==> src/rtl/cdb_result_broadcaster_if.sv <==
// Result broadcast bus bundle: two execution result sources in, one tag/value broadcast out.
// The slave modport is the broadcaster side; master is the execute/snoop side.
interface cdb_result_broadcaster_if #(
  parameter int unsigned ROBsize = 16,
  parameter int unsigned DEPTH   = 4
);
  localparam int unsigned ROBsizeLog = $clog2(ROBsize + 1);
  localparam int unsigned OCC_W      = $clog2(DEPTH + 1);

  logic                  needToRestore_i;
  logic                  src0Valid_i;
  logic [ROBsizeLog-1:0] src0Tag_i;
  logic [63:0]           src0Val_i;
  logic                  src0Ready_o;
  logic                  src1Valid_i;
  logic [ROBsizeLog-1:0] src1Tag_i;
  logic [63:0]           src1Val_i;
  logic                  src1Ready_o;
  logic                  cdbStall_i;
  logic [ROBsizeLog-1:0] cdbTag_o;
  logic [64:0]           cdbVal_o;
  logic [OCC_W-1:0]      occupancy_o;

  modport slave (
    input  needToRestore_i, src0Valid_i, src0Tag_i, src0Val_i,
           src1Valid_i, src1Tag_i, src1Val_i, cdbStall_i,
    output src0Ready_o, src1Ready_o, cdbTag_o, cdbVal_o, occupancy_o
  );

  modport master (
    output needToRestore_i, src0Valid_i, src0Tag_i, src0Val_i,
           src1Valid_i, src1Tag_i, src1Val_i, cdbStall_i,
    input  src0Ready_o, src1Ready_o, cdbTag_o, cdbVal_o, occupancy_o
  );
endinterface

==> src/rtl/cdb_result_broadcaster.sv <==
// Queues ALU/memory results in a small FIFO and broadcasts one tag/value per cycle on a registered bus.
// Optional macro CDB_BYPASS_EN: an empty, unstalled FIFO lets a result go straight to the bus.
module cdb_result_broadcaster #(
  parameter int unsigned ROBsize = 16,
  parameter int unsigned DEPTH   = 4
) (
  input logic                    clk_i,
  input logic                    reset_i,
  cdb_result_broadcaster_if.slave bus
);
  localparam int unsigned TAG_W = $clog2(ROBsize + 1);
  localparam int unsigned VAL_W = 64;
  localparam int unsigned PTR_W = $clog2(DEPTH);
  localparam int unsigned CNT_W = $clog2(DEPTH + 1);

  logic [TAG_W-1:0] tag_mem_q [DEPTH];
  logic [TAG_W-1:0] tag_mem_d [DEPTH];
  logic [VAL_W-1:0] val_mem_q [DEPTH];
  logic [VAL_W-1:0] val_mem_d [DEPTH];
  logic [PTR_W-1:0] wptr_q, wptr_d, rptr_q, rptr_d, wr1_idx;
  logic [CNT_W-1:0] count_q, count_d;
  logic [TAG_W-1:0] cdb_tag_q, cdb_tag_d;
  logic [VAL_W:0]   cdb_val_q, cdb_val_d;
  logic             ready0, ready1, enq0, enq1, wr0, wr1, byp0, byp1, pop, empty, flush;

  // Next-state for FIFO storage, pointers, count and the broadcast register
  always_comb begin
    flush   = reset_i | bus.needToRestore_i;
    empty   = (count_q == '0);
    ready0  = (count_q <= CNT_W'(DEPTH - 1));
    ready1  = (count_q <= CNT_W'(DEPTH - 2));
    enq0    = bus.src0Valid_i & ready0 & (bus.src0Tag_i != '0);
    enq1    = bus.src1Valid_i & ready1 & (bus.src1Tag_i != '0);
`ifdef CDB_BYPASS_EN
    byp0    = empty & ~bus.cdbStall_i & enq0;
    byp1    = empty & ~bus.cdbStall_i & ~bus.src0Valid_i & enq1;
`else
    byp0    = 1'b0;
    byp1    = 1'b0;
`endif
    pop     = ~bus.cdbStall_i & ~empty;
    wr0     = enq0 & ~byp0;
    wr1     = enq1 & ~byp1;
    wr1_idx = PTR_W'(wptr_q + PTR_W'(wr0));

    tag_mem_d = tag_mem_q;
    val_mem_d = val_mem_q;
    if (wr0) begin
      tag_mem_d[wptr_q] = bus.src0Tag_i;
      val_mem_d[wptr_q] = bus.src0Val_i;
    end
    if (wr1) begin
      tag_mem_d[wr1_idx] = bus.src1Tag_i;
      val_mem_d[wr1_idx] = bus.src1Val_i;
    end

    wptr_d  = PTR_W'(wptr_q + PTR_W'(wr0) + PTR_W'(wr1));
    rptr_d  = PTR_W'(rptr_q + PTR_W'(pop));
    count_d = CNT_W'(count_q + CNT_W'(wr0) + CNT_W'(wr1) - CNT_W'(pop));

    cdb_tag_d = cdb_tag_q;
    cdb_val_d = cdb_val_q;
    if (!bus.cdbStall_i) begin
      if (byp0) begin
        cdb_tag_d = bus.src0Tag_i;
        cdb_val_d = {1'b1, bus.src0Val_i};
      end else if (byp1) begin
        cdb_tag_d = bus.src1Tag_i;
        cdb_val_d = {1'b1, bus.src1Val_i};
      end else if (pop) begin
        cdb_tag_d = tag_mem_q[rptr_q];
        cdb_val_d = {1'b1, val_mem_q[rptr_q]};
      end else begin
        cdb_tag_d = '0;
        cdb_val_d = '0;
      end
    end

    // Restore squashes everything in flight, including this cycle's inputs
    if (flush) begin
      wptr_d    = '0;
      rptr_d    = '0;
      count_d   = '0;
      cdb_tag_d = '0;
      cdb_val_d = '0;
    end
  end

  always_ff @(posedge clk_i) begin
    if (reset_i) begin
      wptr_q    <= '0;
      rptr_q    <= '0;
      count_q   <= '0;
      cdb_tag_q <= '0;
      cdb_val_q <= '0;
    end else begin
      wptr_q    <= wptr_d;
      rptr_q    <= rptr_d;
      count_q   <= count_d;
      cdb_tag_q <= cdb_tag_d;
      cdb_val_q <= cdb_val_d;
    end
  end

  // Storage carries no reset; pointers and count define validity
  always_ff @(posedge clk_i) begin
    tag_mem_q <= tag_mem_d;
    val_mem_q <= val_mem_d;
  end

  assign bus.src0Ready_o = ready0;
  assign bus.src1Ready_o = ready1;
  assign bus.cdbTag_o    = cdb_tag_q;
  assign bus.cdbVal_o    = cdb_val_q;
  assign bus.occupancy_o = count_q;
endmodule

==> src/flat_wrapper.sv <==
// flat-port wrapper written by rule: the top's interface ports become plain ports
module cdb_result_broadcaster_flat 
#(
  parameter int unsigned ROBsize = 16,
  parameter int unsigned DEPTH   = 4
)
  (clk_i, reset_i, bus_needToRestore_i, bus_src0Valid_i, bus_src0Tag_i, bus_src0Val_i, bus_src1Valid_i, bus_src1Tag_i, bus_src1Val_i, bus_cdbStall_i, bus_src0Ready_o, bus_src1Ready_o, bus_cdbTag_o, bus_cdbVal_o, bus_occupancy_o);
  cdb_result_broadcaster_if #(.ROBsize(ROBsize), .DEPTH(DEPTH)) bus_i ();
  input logic clk_i;
  input logic reset_i;
  input wire logic [$bits(bus_i.needToRestore_i)-1:0] bus_needToRestore_i;
  input wire logic [$bits(bus_i.src0Valid_i)-1:0] bus_src0Valid_i;
  input wire logic [$bits(bus_i.src0Tag_i)-1:0] bus_src0Tag_i;
  input wire logic [$bits(bus_i.src0Val_i)-1:0] bus_src0Val_i;
  input wire logic [$bits(bus_i.src1Valid_i)-1:0] bus_src1Valid_i;
  input wire logic [$bits(bus_i.src1Tag_i)-1:0] bus_src1Tag_i;
  input wire logic [$bits(bus_i.src1Val_i)-1:0] bus_src1Val_i;
  input wire logic [$bits(bus_i.cdbStall_i)-1:0] bus_cdbStall_i;
  output wire logic [$bits(bus_i.src0Ready_o)-1:0] bus_src0Ready_o;
  output wire logic [$bits(bus_i.src1Ready_o)-1:0] bus_src1Ready_o;
  output wire logic [$bits(bus_i.cdbTag_o)-1:0] bus_cdbTag_o;
  output wire logic [$bits(bus_i.cdbVal_o)-1:0] bus_cdbVal_o;
  output wire logic [$bits(bus_i.occupancy_o)-1:0] bus_occupancy_o;
  assign bus_i.needToRestore_i = bus_needToRestore_i;
  assign bus_i.src0Valid_i = bus_src0Valid_i;
  assign bus_i.src0Tag_i = bus_src0Tag_i;
  assign bus_i.src0Val_i = bus_src0Val_i;
  assign bus_i.src1Valid_i = bus_src1Valid_i;
  assign bus_i.src1Tag_i = bus_src1Tag_i;
  assign bus_i.src1Val_i = bus_src1Val_i;
  assign bus_i.cdbStall_i = bus_cdbStall_i;
  assign bus_src0Ready_o = bus_i.src0Ready_o;
  assign bus_src1Ready_o = bus_i.src1Ready_o;
  assign bus_cdbTag_o = bus_i.cdbTag_o;
  assign bus_cdbVal_o = bus_i.cdbVal_o;
  assign bus_occupancy_o = bus_i.occupancy_o;
  cdb_result_broadcaster #(.ROBsize(ROBsize), .DEPTH(DEPTH)) u_core (.clk_i(clk_i), .reset_i(reset_i), .bus(bus_i));
endmodule
==> config.mk <==
export PLATFORM = sky130hd
export DESIGN_NAME = cdb_result_broadcaster_flat
export DESIGN_NICKNAME = d
export VERILOG_FILES = /design/src/rtl/cdb_result_broadcaster_if.sv /design/src/rtl/cdb_result_broadcaster.sv /design/src/flat_wrapper.sv
export SDC_FILE = /design/constraint.sdc
export NUM_CORES = 1
export LEC_CHECK = 0
export ABC_AREA = 1
export ABC_CLOCK_PERIOD_IN_PS = 3800
export CAP_MARGIN = 20
export CORE_AREA = 2 2 222 224
export CTS_CLUSTER_DIAMETER = 60
export DETAILED_ROUTE_END_ITERATION = 8
export DIE_AREA = 0 0 224 226
export SLEW_MARGIN = 25
export SYNTH_ARGS = -nofsm -noshare
export SYNTH_HDL_FRONTEND = slang
export SYNTH_SLANG_ARGS = --single-unit
==> constraint.sdc <==
create_clock -name clk_i -period 3.8 [get_ports clk_i]
set_clock_uncertainty 0.15 [all_clocks]
set_input_delay 1.14 -clock clk_i [delete_from_list [all_inputs] [get_ports clk_i]]
set_output_delay 1.14 -clock clk_i [all_outputs]
set_load 0.02 [all_outputs]
==> metrics.txt <==
status finished, final reports clean; leak pwr 12.5 nW; buffers added on ports 218; Layout area overhead 22.9%; row count 81; clock latency at the later pin of the worst-skew pair about 0.57 ns; final setup vio count 0; Synth async-reset ratio 0%; layout cells sized above 1 under 10%; total of fill cells in the finished design a little under 5000; H-Tree Depth 2; initial antenna violation count 1; Net Switching 0.00631 W; Critical Path, Cell by Cell inv_2 > ha_1 > a31oi_1 > clkdlybuf4s50_1; postcts setup bufs 0; Final nets 3535; first-pass GRT wire length 104000 um; post-synth top area cell dfxtp_1; CTS root buffer clkbuf_16; cts repair resizes 0; Worst-path clk slew roughly 0.050 ns; total power 0.0166 W; GR Util All Layers between 20 and 30%; Bufs on Longest Clock Path 3; FF+latch count, synth 353; vias per cell a little over 5; Critical Path Max Stage Delay roughly 0.66 ns; part of the cycle the worst path needs 91.9%; top-count cell post-synth nor2_1; sequential area share after synthesis 36.9%; CP Data Required Time ~2.5 ns; core area about 48000 um^2; RePlAce Congestion roughly 0.82; drt pass-1 iters 5; detailed-route DRC error count 0; mapped cell area 19200 um^2; fin crit period 3.49 ns; post-synthesis cell count about 3300; cell family with most CP delay buffers and inverters; P_int ~0.010 W; largest net degree at the start of global routing 165; ranking of synthesized cells by area dfxtp_1 (37%), nor2_1 (17%), nand2_1 (16%); CP Capture Type output pin; WP buf/inv 2; M1 GR Usage roughly 34%; Max Transition Viols Final 0; setup TNS 0 ns; die width 224 um; vias in the first global route 19200; Switching Fraction 37.9%; area of the multi-input gates about 9700 um^2; Sink Count between 300 and 400; clock buffer count from CTS 43; number of synthesized flops with an enable pin 0; Comb power frac 38.1%; die extent in y 226 um; clock share of power 26.3%; Post-DP HPWL 38900 um; Routed WL per cell 16.3 um; busiest layer in global routing met2; Synth cell types 25; final wirelength 65900 um; Startpoint Class flop; crit path DAT between 2 and 2.5 ns; min-delay worst type flop to flop; peak supply drop approximately 0.29 mV; starting density of the core 39.7%; hold bufs inserted after CTS 0; fmax 286 MHz; Slowest cell on crit path clkdlybuf4s50_1; post-synth net total ~3400; Syn. warnings 0; Final Hold Fails 0; ANT nets after route 0; Critical Path Fanout Max 5; worst-margin pin slew 1.10 ns; total grt overflow 0; Yosys top cell area share 36.9%; CP Class flop to output pin; GR Util met2 43.6%; Die ar. 50600 um^2; Reg area between 7000 and 8000 um^2; part of the power in registers 35.6%; RSZ-0062 raised after global routing false; Rel. slew slack a little over a quarter; Power Dens Cells 706 nW/um^2; synth cell count leaders nor2_1 (843), nand2_1 (836), a21oi_1 (485), inv_1 (355), dfxtp_1 (353); number of primary I/O pins between 200 and 250; Top FF cell, synth dfxtp_1; via count between 20000 and 25000; CTS tree built; max_cap viols 0; First DRT Iteration DRCs ~1600; mean cell area of the mapped netlist slightly below 6 um^2; GR Layer Usage met3 under 10%
==> sequential cells by signal, indices dropped and copies added (netlist names) <==
register / count
u_core.tag_mem_q: 20
u_core.bus.occupancy_o: 3
u_core.wptr_q: 2
u_core.rptr_q: 2
u_core.bus.cdbTag_o: 5
u_core.val_mem_q: 256
u_core.bus.cdbVal_o: 65
==> worst min-delay path: cells and delay by family (launching register included) <==
kind | cells | cell delay, ns
flip-flops | 1 | 0.30
AND/OR/NAND/NOR | 1 | 0.05
AO/OA/AOI/OAI | 1 | 0.05
==> through the flow <==
stage                     std cells  hold WS (ns)  area [um^2]  setup slack (ns)  utilization [%]
final                          4039         0.306        23600             0.306             48.8
after global routing           4038         0.337        23600             0.223             48.8
after CTS                      4038         0.311        23600             0.313             48.8
after detailed placement       3960         0.304        22100           -0.0122             45.7
after global placement         3960         0.300        22100            0.0334             45.7
after floorplan                3270         0.362        19200             0.458                -
==> cell families after synthesis <==
kind of cell | count (synthesis) | synth area share [%]
flops | 353 | 36.9
compound gates | 625 | 16.3
buf+inv | 585 | 12.5
fa+ha+maj | 8 | 0.600
xor+xnor | 2 | 0.0914
simple gates | 1697 | 33.6
==> placed cells by master (no fill, tap or decap), types with 5 or more instances in the layout <==
| master | n |
|---|---|
| clkbuf_16 | 45 |
| o21ai_0 | 138 |
| bufinv_16 | 5 |
| a21oi_1 | 485 |
| clkbuf_8 | 10 |
| clkdlybuf4s50_1 | 217 |
| dfxtp_1 | 351 |
| ha_1 | 6 |
| nor2_4 | 5 |
| inv_1 | 355 |
| nor2_1 | 843 |
| inv_2 | 8 |
| buf_12 | 32 |
| clkbuf_1 | 13 |
| nand2_1 | 836 |
| clkinv_2 | 5 |
| buf_4 | 38 |
==> area by class of cell <==
cell class,count,share of cell area [%]
antenna,1,0.0106
clock buffer,68,5.57
clock inverter,10,0.743
inverter,364,5.81
multi-input combinational,2332,41.3
sequential,353,30.0
tap,622,3.30
timing repair buffer,289,13.2
==> power groups by stage <==
| stage | sequential [W] | combinational (W) | clock [W] |
|---|---|---|---|
| after floorplan | 0.00592 | 0.00445 | 0 |
| after global placement | 0.00592 | 0.00603 | 0 |
| after detailed placement | 0.00598 | 0.00625 | 0 |
| after CTS | 0.00591 | 0.00631 | 0.00443 |
| after global routing | 0.00609 | 0.00727 | 0.00459 |
| final | 0.00592 | 0.00634 | 0.00437 |
==> metal layers <==
metal	wire length, um	part of all wire [%]
met5	13	0.020
met4	1480	2.2
met3	4140	6.3
met2	31000	47
met1	29300	44
==> final timing paths <==
check                                                     startpoint                                   end  slack [ns]  cells past startpoint
worst max register to register  u_core.bus.occupancy_o[2]$_SDFF_PP0_  u_core.bus.occupancy_o[2]$_SDFF_PP0_        0.97                     12
worst min register to register   u_core.bus.cdbTag_o[4]$_SDFFE_PP0N_   u_core.bus.cdbTag_o[4]$_SDFFE_PP0N_        0.31                      2
worst max-delay path            u_core.bus.occupancy_o[2]$_SDFF_PP0_                       bus_src0Ready_o        0.31                      4
worst min-delay path             u_core.bus.cdbTag_o[4]$_SDFFE_PP0N_   u_core.bus.cdbTag_o[4]$_SDFFE_PP0N_        0.31                      2
Note: power is estimated with default switching activity, not from simulation.
